$ cat config.mk
export PLATFORM = sky130hd
export DESIGN_NAME = fft_stage_sequencer
export DESIGN_NICKNAME = d
export VERILOG_FILES = /design/src/rtl/fft_stage_sequencer_pkg.sv /design/src/rtl/fft_stage_watchdog.sv /design/src/rtl/fft_stage_sequencer.sv
export SDC_FILE = /design/constraint.sdc
export NUM_CORES = 1
export LEC_CHECK = 0
export ABC_AREA = 1
export BUFFER_PORTS_ARGS = -buffer_cell sky130_fd_sc_hd__buf_2
export CAP_MARGIN = 20
export CORE_MARGIN = 5
export CORE_UTILIZATION = 37
export DETAILED_ROUTE_END_ITERATION = 6
export PLACE_DENSITY_LB_ADDON = 0.2
export SYNTH_ARGS = -nofsm -noshare
export SYNTH_HDL_FRONTEND = slang
export SYNTH_SLANG_ARGS = --single-unit
$ cat constraint.sdc
create_clock -name clk -period 1.5 [get_ports clk]
set_input_delay 0.375 -clock clk [delete_from_list [all_inputs] [get_ports clk]]
set_output_delay 0.375 -clock clk [all_outputs]
set_load 0.02 [all_outputs]
$ cat src/rtl/fft_stage_sequencer_pkg.sv
// Shared definitions for the FFT stage sequencer: state encoding,
// stage-number width and the one-hot stage-enable helper.
package fft_pkg;

  localparam int STAGE_NUM_W = 3;

  typedef enum logic [2:0] {
    S_IDLE   = 3'd0,
    S_LOAD   = 3'd1,
    S_RUN    = 3'd2,
    S_GAP    = 3'd3,
    S_UNLOAD = 3'd4,
    S_DONE   = 3'd5,
    S_ERR    = 3'd6
  } seq_state_t;

  // One-hot enable mask for a stage number (widest possible stage set).
  function automatic logic [2**STAGE_NUM_W-1:0] stage_mask(input logic [STAGE_NUM_W-1:0] k);
    stage_mask    = '0;
    stage_mask[k] = 1'b1;
  endfunction

endpackage

$ cat src/rtl/fft_stage_watchdog.sv
// Per-stage timeout counter and sticky error flag for the FFT stage
// sequencer. Only compiled when STAGE_WATCHDOG_EN is defined.
`ifdef STAGE_WATCHDOG_EN
module fft_stage_watchdog #(
  parameter int STAGE_TIMEOUT = 64
) (
  input  logic clk,
  input  logic rst,
  input  logic run,        // sequencer is in RUN this cycle
  input  logic done_q,     // qualified stage_done this cycle
  input  logic clear_err,  // start accepted this cycle
  output logic timeout,    // last allowed RUN cycle passed without done
  output logic err
);

  localparam int CW = $clog2(STAGE_TIMEOUT + 1);
  localparam logic [CW-1:0] CNT_LAST = CW'(STAGE_TIMEOUT - 1);

  logic [CW-1:0] cnt_reg;
  logic          err_reg;

  // Cycle counter: zero outside RUN, so every RUN entry starts from zero.
  always_ff @(posedge clk) begin
    if (rst || !run) begin
      cnt_reg <= '0;
    end else begin
      cnt_reg <= cnt_reg + 1'b1;
    end
  end

  assign timeout = run && !done_q && (cnt_reg == CNT_LAST);

  // Sticky error flag: set on timeout, cleared by reset or an accepted start.
  always_ff @(posedge clk) begin
    if (rst || clear_err) begin
      err_reg <= 1'b0;
    end else if (timeout) begin
      err_reg <= 1'b1;
    end
  end

  assign err = err_reg;

endmodule
`endif

$ cat src/rtl/fft_stage_sequencer.sv
// Top-level FFT stage sequencer: load phase, one RUN per butterfly stage
// separated by a single idle GAP cycle, unload phase, then a done pulse.
// Optional per-stage watchdog enabled by defining STAGE_WATCHDOG_EN.
module fft_stage_sequencer
  import fft_pkg::*;
#(
  parameter int NUMSTAGES     = 5,
  parameter int XFER_CYCLES   = 2 ** (NUMSTAGES - 2),
  parameter int STAGE_TIMEOUT = 64
) (
  input  logic                   clk,
  input  logic                   rst,
  input  logic                   start,
  input  logic                   stage_done,
  output logic                   ld_data,
  output logic [NUMSTAGES-1:0]   en,
  output logic [STAGE_NUM_W-1:0] stage_num,
  output logic                   out_valid,
  output logic [NUMSTAGES-3:0]   xfer_idx,
  output logic                   busy,
  output logic                   fft_done,
  output logic                   err
);

  localparam int XW = NUMSTAGES - 2;
  localparam logic [XW-1:0]          XFER_LAST  = XW'(XFER_CYCLES - 1);
  localparam logic [STAGE_NUM_W-1:0] STAGE_LAST = STAGE_NUM_W'(NUMSTAGES - 1);

  // Reject configurations the counters cannot represent.
  if (NUMSTAGES < 3 || NUMSTAGES > 2 ** STAGE_NUM_W || STAGE_TIMEOUT < 2) begin : g_param_check
    $error("fft_stage_sequencer: unsupported NUMSTAGES or STAGE_TIMEOUT");
  end

  seq_state_t             state_reg, state_next;
  logic [XW-1:0]          xfer_reg, xfer_next;
  logic [STAGE_NUM_W-1:0] stage_reg, stage_next;
  logic                   run_arm_reg;
  logic                   en_on;
  logic                   done_q;
  logic                   timeout;

  // stage_done only counts from the second RUN cycle; a level left over
  // from the previous stage is still visible in GAP and the first RUN cycle.
  assign done_q = stage_done && run_arm_reg;

`ifdef STAGE_WATCHDOG_EN
  fft_stage_watchdog #(
    .STAGE_TIMEOUT(STAGE_TIMEOUT)
  ) u_watchdog (
    .clk      (clk),
    .rst      (rst),
    .run      (state_reg == S_RUN),
    .done_q   (done_q),
    .clear_err(start && ((state_reg == S_IDLE) || (state_reg == S_ERR))),
    .timeout  (timeout),
    .err      (err)
  );
`else
  assign timeout = 1'b0;
  assign err     = 1'b0;
`endif

  // State, beat counter, stage counter and RUN qualification flag.
  always_ff @(posedge clk) begin
    if (rst) begin
      state_reg   <= S_IDLE;
      xfer_reg    <= '0;
      stage_reg   <= '0;
      run_arm_reg <= 1'b0;
    end else begin
      state_reg   <= state_next;
      xfer_reg    <= xfer_next;
      stage_reg   <= stage_next;
      run_arm_reg <= (state_reg == S_RUN);
    end
  end

  // Next-state logic and Moore outputs decoded from the current state.
  always_comb begin
    state_next = state_reg;
    xfer_next  = xfer_reg;
    stage_next = stage_reg;
    ld_data    = 1'b0;
    en_on      = 1'b0;
    out_valid  = 1'b0;
    busy       = 1'b1;
    fft_done   = 1'b0;
    case (state_reg)
      S_IDLE: begin
        busy = 1'b0;
        if (start) begin
          state_next = S_LOAD;
          xfer_next  = '0;
          stage_next = '0;
        end
      end
      S_LOAD: begin
        ld_data   = 1'b1;
        xfer_next = xfer_reg + 1'b1;
        if (xfer_reg == XFER_LAST) begin
          state_next = S_RUN;
          xfer_next  = '0;
          stage_next = '0;
        end
      end
      S_RUN: begin
        en_on = 1'b1;
        if (done_q) begin
          state_next = (stage_reg == STAGE_LAST) ? S_UNLOAD : S_GAP;
        end else if (timeout) begin
          state_next = S_ERR;
        end
      end
      S_GAP: begin
        // stage_num steps only as GAP ends, so it is stable across RUN+GAP.
        state_next = S_RUN;
        stage_next = stage_reg + 1'b1;
      end
      S_UNLOAD: begin
        out_valid = 1'b1;
        xfer_next = xfer_reg + 1'b1;
        if (xfer_reg == XFER_LAST) begin
          state_next = S_DONE;
          xfer_next  = '0;
        end
      end
      S_DONE: begin
        fft_done   = 1'b1;
        state_next = S_IDLE;
      end
      S_ERR: begin
        if (start) begin
          state_next = S_LOAD;
          xfer_next  = '0;
          stage_next = '0;
        end
      end
      default: begin
        state_next = S_IDLE;
      end
    endcase
  end

  assign en        = en_on ? NUMSTAGES'(stage_mask(stage_reg)) : '0;
  assign stage_num = stage_reg;
  assign xfer_idx  = xfer_reg;

endmodule

==> results.tsv <==
stage	metric	value	unit
run_status	status	finished, violations left	
run_status	failing checks	negative setup slack	
yosys	Yosys cell types	24	
yosys	compound-gate portion of the synthesized area	7.93	%
grt	Total GRT Usage	14.7	%
worst_setup_path	Crit Path Class	reg2out	
detailed_routing	ANT nets after route	0	
yosys	ys flop type	dfxtp_1	
yosys	mapped cell area	678	um^2
cells_and_area	design area	940	um^2
clock_tree	CTS tree	done	
yosys	Adder-Cell Fraction of Synth Area	7.38	%
sta	slack of the critical path	-0.0308	ns
worst_setup_path	startpoint types	flop	
worst_setup_path	CP required	1.12	ns
grt	initial antenna violation count	0	
detailed_routing	vias per inst	4.78	
placement	IO Port Bufs	18	
yosys	XOR/XNOR share of the synthesized area	1.29	%
floorplanning	Die ar.	0.00279	mm^2
floorplanning	Initial Utilization	39.3	%
floorplanning	Top-Level Pins	20	
yosys	largest family of logic cells by synthesized area	simple AND/OR/NAND/NOR gates	
power_and_ir_drop	Overall Power	1.97	mW
clock_tree	Worst-path clk slew	0.07	ns
sta	fin. max-slew vios	0	
yosys	number of enable flip-flop cells after synthesis	0	
sta	final hold vios	0	
clock_tree	Skew-Pair Late Insertion Delay	0.27	ns
worst_setup_path	Worst Path Arrival	1.16	ns
sta	number of setup violations in the final report	4	
yosys	Yosys warnings	0	
placement	DPL Wire Length	1240	um
cells_and_area	area grow syn2layout	38.6	%
sta	skew final	0.00584	ns
floorplanning	Die X	52.8	um
power_and_ir_drop	Static Leak	0.459	nW
power_and_ir_drop	power density cells	2100	mW/mm^2
hold_path	min-delay src	rst	
worst_setup_path	crit path from	state_reg[2]	
hold_path	hold crit path type	in2reg	
yosys	proportion of synthesized area in mux cells	0	%
clock_tree	clk root buf	clkbuf_4	
yosys	Post-Synth Simple-Gate Area	44.3	%
cells_and_area	antenna cells	0	
sta	TNS Setup	-0.0444	ns
yosys	Mean Syn Cell Area	6.78	um^2
yosys	largest cells by area after synthesis	dfxtp_1, nand2_1, ha_1	
floorplanning	core area	0.00173	mm^2
yosys	Syn Nets	108	
clock_tree	Longest Clk Path Bufs	2	
detailed_routing	DR vias	708	
floorplanning	Die Ht	52.8	um
worst_setup_path	crit path max fanout	3	
floorplanning	Site Rows	15	
grt	gr ovfl total	0	
yosys	Cells after Synth	100	
detailed_routing	wire length per cell	11.4	um
clock_tree	total CTS buffers	3	
clock_tree	sinks on the clock net	10	
detailed_routing	# DRC	0	
yosys	Seq/Total Area, Yosys	29.5	%
worst_setup_path	RR Startpoint	xfer_idx[0]	
grt	first-pass GRT wire length	2920	um
yosys	ys async rst share	0	%
cells_and_area	fin nets	132	
worst_setup_path	Worst setup EP type	primary output	
power_and_ir_drop	Max IR drop VDD	915	uV
yosys	post-synth top area cell	dfxtp_1	
sta	WHS	0.364	ns
detailed_routing	DR iter-0 viols	11	
clock_tree	# hold bufs at CTS	0	
sta	f_max	0.653	GHz
detailed_routing	total iterations of the first detailed-routing run	4	
clock_tree	H-Tree Depth	1	
sta	final worst path period share	102	%
placement	Placed Instance Area	800	um^2
placement	Place WS	0.113	ns
yosys	Seq cells post-synth	10	
sta	RSZ-0062 raised after global routing	yes	
placement	routability congestion estimate	0.891	
grt	largest net degree at the start of global routing	10	
flow_run	max cap viols	0	
sta	Final min period	1.53	ns
cells_and_area	share of cells above drive strength 1	43.1	%
detailed_routing	Total Wirelength	1690	um
yosys	Synth top area share	29.5	%
grt	number of global-route vias before repair	674	
layout by cell type (no fill, tap or decap):
cell	n
a21oi_1	7
a21oi_2	1
and2_1	1
buf_2	9
buf_4	11
buf_6	1
clkbuf_4	3
clkbuf_8	1
conb_1	1
dfxtp_1	4
dfxtp_2	3
dfxtp_4	3
ha_1	4
inv_1	8
inv_2	4
inv_4	1
nand2_1	23
nand2_2	3
nand2_4	2
nand2_8	1
nand3_1	4
nand3_2	2
nand3_4	1
nand4_1	3
nor2_1	11
nor2_4	3
nor3_1	1
nor3_2	4
o21ai_0	1
o21ai_1	1
xor2_1	1
stage by stage:
| stage | utilization, % | cells |
|---|---|---|
| 6_report | 54.4 | 148 |
| 4_1_cts | 52.2 | 148 |
| 3_5_place_dp | 46.3 | 142 |
| 3_3_place_gp | 46.3 | 142 |
| 5_1_grt | 54.4 | 148 |
| 2_1_floorplan | - | 100 |
repair_timing:
item | 4_1_cts | 5_1_grt
setup endpoints to repair | 9 | 10
cloned | 0 | 0
pin swaps | 2 | 1
endpoints found under the hold margin | 0 | 0
buffers inserted | 2 | 0
resized for setup | 21 | 11
final cells by class:
class	count	area, um^2
fillers	171	787
multi-input cells	75	467
flip-flops and latches	10	215
repair buffers	21	139
inverters	13	51.3
clock buffers	4	36.3
well taps	25	31.3
metal layers:
layer | vias to the layer above | track usage (%) | wire length [um]
met5 | - | 0 | 0
met2 | 19 | 21.3 | 789
li1 | 364 | - | -
met3 | 7 | 3.99 | 93
met4 | 0 | 13.2 | 57
met1 | 318 | 17.3 | 748
cell families after synthesis:
kind of cell | after synthesis
xor gates and xnor gates | 1
and+or+nand+nor | 59
adders and majority gates | 4
DFF | 10
buffers and inverters | 15
AOI/OAI and AO/OA | 10
other | 1
worst paths after layout:
kind             endpoint  slack, ns  depth (start not counted)
max                 en[1]      -0.03                          4
min          stage_num[1]       0.36                          2
max reg2reg  state_reg[0]       0.15                          9
min reg2reg   xfer_idx[1]       0.48                          2
critical path, stage by stage (launching register included):
cell and delay (ns):
dfxtp_4 0.36, nor2_4 0.13, nand2_2 0.09, nor3_2 0.13, buf_4 0.17
cell usage after synthesis, types with 2 or more instances:
cell and n:
a21oi_1 7, nor2_2 2, nand3_1 5, nand2_1 24, nor2_1 12, nand4_1 3, ha_1 4, inv_1 10
inv_2 3, dfxtp_1 10, nand2_2 3, nor3_1 5
report_power, final:
part / total [mW] / switching, mW / internal (mW) / leakage, nW
Clock: 0.251 / 0.103 / 0.148 / 0.0210
Sequential: 0.479 / 0.116 / 0.363 / 0.0849
Combinational: 1.24 / 0.767 / 0.475 / 0.353
No activity file was read; power rests on OpenSTA's default activity.
